[config.mk]
export PLATFORM = sky130hd
export DESIGN_NAME = mem_arbiter
export DESIGN_NICKNAME = d
export VERILOG_FILES = /design/src/rtl/mem_arbiter.sv
export SDC_FILE = /design/constraint.sdc
export NUM_CORES = 1
export LEC_CHECK = 0
export CAP_MARGIN = 20
export CELL_PAD_IN_SITES_DETAIL_PLACEMENT = 1
export CELL_PAD_IN_SITES_GLOBAL_PLACEMENT = 2
export CORE_MARGIN = 4
export CORE_UTILIZATION = 25
export DETAILED_ROUTE_END_ITERATION = 16
export PLACE_DENSITY_LB_ADDON = 0.1
export SLEW_MARGIN = 20
export SYNTH_ARGS = -nofsm -noshare
export SYNTH_HDL_FRONTEND = slang
export SYNTH_SLANG_ARGS = --single-unit
[constraint.sdc]
create_clock -name clk -period 3 [get_ports clk]
set_clock_uncertainty 0.05 [all_clocks]
set_input_delay 0.45 -clock clk [delete_from_list [all_inputs] [get_ports clk]]
set_output_delay 0.45 -clock clk [all_outputs]
set_load 0.005 [all_outputs]
[src/rtl/mem_arbiter.sv]
// mem_arbiter: shares one downstream memory port between instruction fetch and load/store,
// keeping a single transaction in flight with a fair tie-break and a response timeout.
module mem_arbiter #(
    parameter int AW      = 64,
    parameter int DW      = 64,
    parameter int TIMEOUT = 255
) (
    input  logic            clk,
    input  logic            rst_n,
    input  logic            if_req_valid,
    output logic            if_req_ready,
    input  logic [AW-1:0]   if_addr,
    output logic            if_resp_valid,
    output logic [DW-1:0]   if_rdata,
    output logic            if_resp_err,
    input  logic            ls_req_valid,
    output logic            ls_req_ready,
    input  logic [AW-1:0]   ls_addr,
    input  logic            ls_wen,
    input  logic [DW-1:0]   ls_wdata,
    input  logic [DW/8-1:0] ls_wmask,
    output logic            ls_resp_valid,
    output logic [DW-1:0]   ls_rdata,
    output logic            ls_resp_err,
    output logic            mem_req_valid,
    input  logic            mem_req_ready,
    output logic [AW-1:0]   mem_addr,
    output logic            mem_wen,
    output logic [DW-1:0]   mem_wdata,
    output logic [DW/8-1:0] mem_wmask,
    input  logic            mem_resp_valid,
    input  logic [DW-1:0]   mem_rdata
);
    typedef enum logic [1:0] {IDLE, REQ, WAIT, RESP} state_t;
    state_t state, state_nx;
    logic owner_ls, last_ls, grant_ls, grant_if, resp_done;
    logic [15:0] cnt;
    // On a tie the side that did not win last time gets the port
    always_comb begin
        state_nx = state;
        grant_ls = ls_req_valid && (!if_req_valid || !last_ls);
        grant_if = if_req_valid && !grant_ls;
        if_req_ready = (state == IDLE) && grant_if;
        ls_req_ready = (state == IDLE) && grant_ls;
        mem_req_valid = state == REQ;
        if_resp_valid = (state == RESP) && !owner_ls;
        ls_resp_valid = (state == RESP) && owner_ls;
        resp_done = mem_resp_valid || (cnt == 16'(TIMEOUT - 1));
        case (state)
            IDLE:    state_nx = (grant_if || grant_ls) ? REQ : IDLE;
            REQ:     state_nx = mem_req_ready ? WAIT : REQ;
            WAIT:    state_nx = resp_done ? RESP : WAIT;
            default: state_nx = IDLE;
        endcase
    end
    always_ff @(posedge clk or negedge rst_n) begin
        if (!rst_n) begin
            state       <= IDLE;
            owner_ls    <= 1'b0;
            last_ls     <= 1'b0;
            cnt         <= '0;
            mem_addr    <= '0;
            mem_wen     <= 1'b0;
            mem_wdata   <= '0;
            mem_wmask   <= '0;
            if_rdata    <= '0;
            if_resp_err <= 1'b0;
            ls_rdata    <= '0;
            ls_resp_err <= 1'b0;
        end else begin
            state <= state_nx;
            if (state == IDLE && (grant_if || grant_ls)) begin
                owner_ls  <= grant_ls;
                last_ls   <= grant_ls;
                mem_addr  <= grant_ls ? ls_addr : if_addr;
                mem_wen   <= grant_ls && ls_wen;
                mem_wdata <= grant_ls ? ls_wdata : '0;
                mem_wmask <= grant_ls ? ls_wmask : '0;
            end
            if (state == REQ && mem_req_ready) cnt <= '0;
            if (state == WAIT) cnt <= cnt + 16'd1;
            // Each side keeps its last result so rdata/err stay put between pulses
            if (state == WAIT && resp_done) begin
                if (owner_ls) begin
                    ls_rdata    <= mem_resp_valid ? mem_rdata : '0;
                    ls_resp_err <= !mem_resp_valid;
                end else begin
                    if_rdata    <= mem_resp_valid ? mem_rdata : '0;
                    if_resp_err <= !mem_resp_valid;
                end
            end
        end
    end
endmodule

==> out/results.env <==
OUTCOME='finished clean'
WORST_HOLD_PATH.NUM_CELLS=2
SYN_NETS=1285
ROUTABILITYCONGESTION=0.7625
LARGEST_NET_DEGREE_AT_THE_START_OF_GLOBAL_ROUTING=148
SYN-INSTANCE-COUNT=1012
CTS_NUM_SINKS=286
SETUP_TNS_NS=0
YOSYS.CELL_TYPES.COUNT=38
CTSROOTBUFFERMASTER='sky130_fd_sc_hd__clkbuf_16'
WORST_EP_ARRIVAL_TIME_NS=2.28
GRT_REMAINING_OVERFLOW=0
POST_SYNTH_MAIN_AREA_CONTRIBUTORS='sky130_fd_sc_hd__dfrtp_1, sky130_fd_sc_hd__a32o_1, sky130_fd_sc_hd__nand2_1'
WORST_R2R_STARTPOINT='cnt[13]'
TYPE_OF_THE_SETUP_PATH_WITH_THE_LEAST_SLACK='flop to output pin'
PROPORTION_OF_TOTAL_POWER_DUE_TO_NET_SWITCHING_PCT=31.69
FINALCRITPERIODSHARE_PCT=92.68
INITIAL_CORE_UTIL_PCT=25.43
TRITONCTS.NUM_BUFFERS=36
MAX_SLEW.WORST_PIN.SLEW_NS=0.8748
P_PER_AREA_nW_PER_UM2=936.9
WORST_SKEW_PAIR.LATE_LATENCY_NS=0.54
LAYOUT-DRIVE-GT1-SHARE_PCT=5.236
FIRST_GLOBAL_VIAS=10707
R2R.WORST_PATH.CELLS=5
FINALNETCOUNT=1796
INTERNAL_POWER_uW=12020
RSZ0062_AT_GRT='false'
SYNTH.MOST_COMMON_CELL='sky130_fd_sc_hd__dfrtp_1'
TRITONCTS_CLOCK_TREE='yes'
CHIPHEIGHT_UM=223.3
POST_SYNTH_TOP_AREA_SHARE_PCT=61.74
DRC=0
HPWL_UM=33790
MAXSLEWHEADROOM_PCT=41.68
DRT-INITIAL-DRC-COUNT=566
FINISH.UTILIZATION_PCT=41.21
IOPINCOUNT=543
SYNTH_ENABLE_FLOP_CELLS=0
CORE_REGION_AREA_UM2=45580
CRITICAL_PATH_PEAK_FANOUT=7
SYNTHFLOPTYPE='sky130_fd_sc_hd__dfrtp_1'
VDD_IR_DROP_MAX_V=0.0003699
HOLD_END='if_rdata[11]'
HOLD_PATH_CLASS='primary input to flop'
SYN-MEAN-INSTANCE-AREA_UM2=11.45
WORST-R2R-SETUP-SLACK_NS=0.52
POSTLAYOUTCELLAREA_UM2=18780
CRITICAL_PATH.ENDPOINT_TYPE='output pin'
POWER.SEQUENTIAL.FRACTION_PCT=36.0
DRT.ANTENNA.VIOLATING_NETS=0
SHARE_OF_TOTAL_POWER_IN_COMBINATIONAL_LOGIC_PCT=40.6
WORST_HOLD_SLACK_NS=0.2233
WORST_EP_REQUIRED_TIME_NS=2.50
GRT_PASS1_WL_UM=69880
SYNTH_SEQUENTIAL_AREA_RATIO_PCT=61.74
ANTENNA_VIOLATIONS_BEFORE_REPAIR=11
CAP_VIOL_MAX_COUNT=0
CRIT-REG2REG-CAPTURE='ls_rdata[45]'
CTS_MAX_PATH_BUFFERS=3
POWER_LEAKAGE_uW=0.007813
PWR-SHARE-CLK_PCT=23.4
HOLDCRITSTARTPOINT='mem_resp_valid'
SYNTH-WARNING-COUNT=0
POST_DRT_WL_PER_CELL_UM=21.80
PORTBUFFERS=542
FINAL.MIN_CLOCK_PERIOD_NS=2.780
NETSWITCHINGPOWER_uW=5577
CTS_HTREE_LEVELS=2
FIN_CELLS=2152
PATH_CLK_SLEW_NS=0.06
DRTPASS1ITERATIONS=4
YOSYSTOPAREACELL='sky130_fd_sc_hd__dfrtp_1'
HOLD_VIOLATIONS=0
DIE_WIDTH_UM=223.3
FLOORPLAN.DIE_AREA_UM2=49870
LAYOUT-AREA-OVERHEAD-VS-SYNTH_PCT=62.05
PLACEMENTROWS=78
POSTROUTEWIRELENGTH_UM=46900
WORST_SETUP_PATH_START_KIND='flop'
ROUTED-VIA-COUNT=10096
MAX_CLOCK_FREQ_GHz=0.3597
PLACEDINSTANCEAREA_UM2=17660
TIMING.FINAL.MAX_SLEW_VIOLATIONS=0
GRT.TOTAL_USAGE_PCT=18.15
PLACED_CELLS=2084
ENDPOINTS_FAILING_SETUP=0
POST_SYNTH_MOST_FREQUENT_CELLS='sky130_fd_sc_hd__dfrtp_1, sky130_fd_sc_hd__nand2_1, sky130_fd_sc_hd__a32o_1'
ASYNCSETRESETFLOPFRACSYNTH_PCT=100.0
POSTSYNTHREGISTERBITS=286
SYNTHESIZED_AREA_UM2=11590
DETAIL_ROUTE.VIAS_PER_CELL=4.691
[registers in the layout, summed over array words and instances, names as in the netlist]
name         cells
cnt             16
if_rdata        64
if_resp_err      1
last_ls          1
ls_rdata        64
ls_resp_err      1
mem_addr        64
mem_wdata       64
mem_wen          1
mem_wmask        8
state            2
[stage by stage]
stage	setup slack [ns]	power (µW)
floorplan	0.8683	8835
global placement	0.3848	13600
detailed placement	0.3839	13710
CTS	0.1429	18000
global route	0.06399	18810
finish	0.2196	17600
[kinds of logic after synthesis]
family,synth area share [%]
adders and majority gates,0.2159
buffers and inverters,3.864
and+or+nand+nor,9.629
DFF,61.74
AOI/OAI and AO/OA,18.26
muxes,6.131
xor gates and xnor gates,0.1512
[how the worst max path moves through the flow]
| stage | start | end | cells past startpoint |
|---|---|---|---|
| CTS | state[1] | ls_req_ready | 3 |
| floorplan | cnt[13] | if_rdata[0] | 5 |
| finish | state[1] | ls_req_ready | 3 |
| global route | state[1] | ls_req_ready | 3 |
| global placement | ls_req_valid | ls_req_ready | 4 |
| detailed placement | ls_req_valid | ls_req_ready | 4 |
[power groups by stage]
stage	Sequential (µW)	Clock, µW	Combinational, µW
after global placement	6330	0	7270
after floorplan	6440	0	2390
after global routing	6560	4460	7790
final	6330	4120	7140
after detailed placement	6390	0	7320
after CTS	6360	4300	7340
[worst max-delay path: stages, from the launching register on]
cell	delay (ns)
sky130_fd_sc_hd__dfrtp_1	0.44
sky130_fd_sc_hd__nor2_1	0.37
sky130_fd_sc_hd__and2_4	0.27
sky130_fd_sc_hd__clkdlybuf4s50_1	0.66
[timing repair]
item,CTS,global route
gates resized for setup,0,0
hold buffers,1,0
setup buffers,0,0
hold endpoints to repair,68,0
[metal layers]
metal / routed length (µm) / GRT usage [%] / share of wire, %
met1: 18110 / 21.06 / 39
met2: 22970 / 30.52 / 49
met3: 4905 / 8.645 / 10
met4: 837 / 4.235 / 1.8
met5: 81 / 0 / 0.17
[final cells by class]
| type | count | area (µm²) |
|---|---|---|
| Antenna cell | 5 | 12.51 |
| Clock buffer | 56 | 1057 |
| Clock inverter | 6 | 42.54 |
| Sequential cell | 286 | 7157 |
| Tap cell | 600 | 750.7 |
| Multi-Input combinational cell | 632 | 4023 |
| Inverter | 4 | 15.01 |
| Fill cell | 4955 | 26790 |
| Timing Repair Buffer | 563 | 5725 |
[cells in the final DEF (no fill, tap or decap), drive strengths merged]
cell type      instances
buf                   22
ha                     2
nand2b                 2
nand4                  5
and3                   3
clkinv                 2
diode                  5
o41ai                  1
and2                   3
mux2i                 71
a21o                   1
nor2b                  2
clkbuf                56
xor2                   1
o311ai                 1
o211ai                 1
and3b                  1
nand2                231
dfrtp                286
or4                    1
nor3                   4
nor4                   1
nand4b                 1
nand3                  6
xnor2                  1
dlygate4sd3            1
or3                    1
clkinvlp               2
a21boi                 1
a32o                 128
o31ai                  3
a41oi                  1
nor2                   8
a21oi                  5
and4                   1
o21ai                144
inv                    6
clkdlybuf4s50        540
or4b                   1
(Power assumes the default switching activity.)
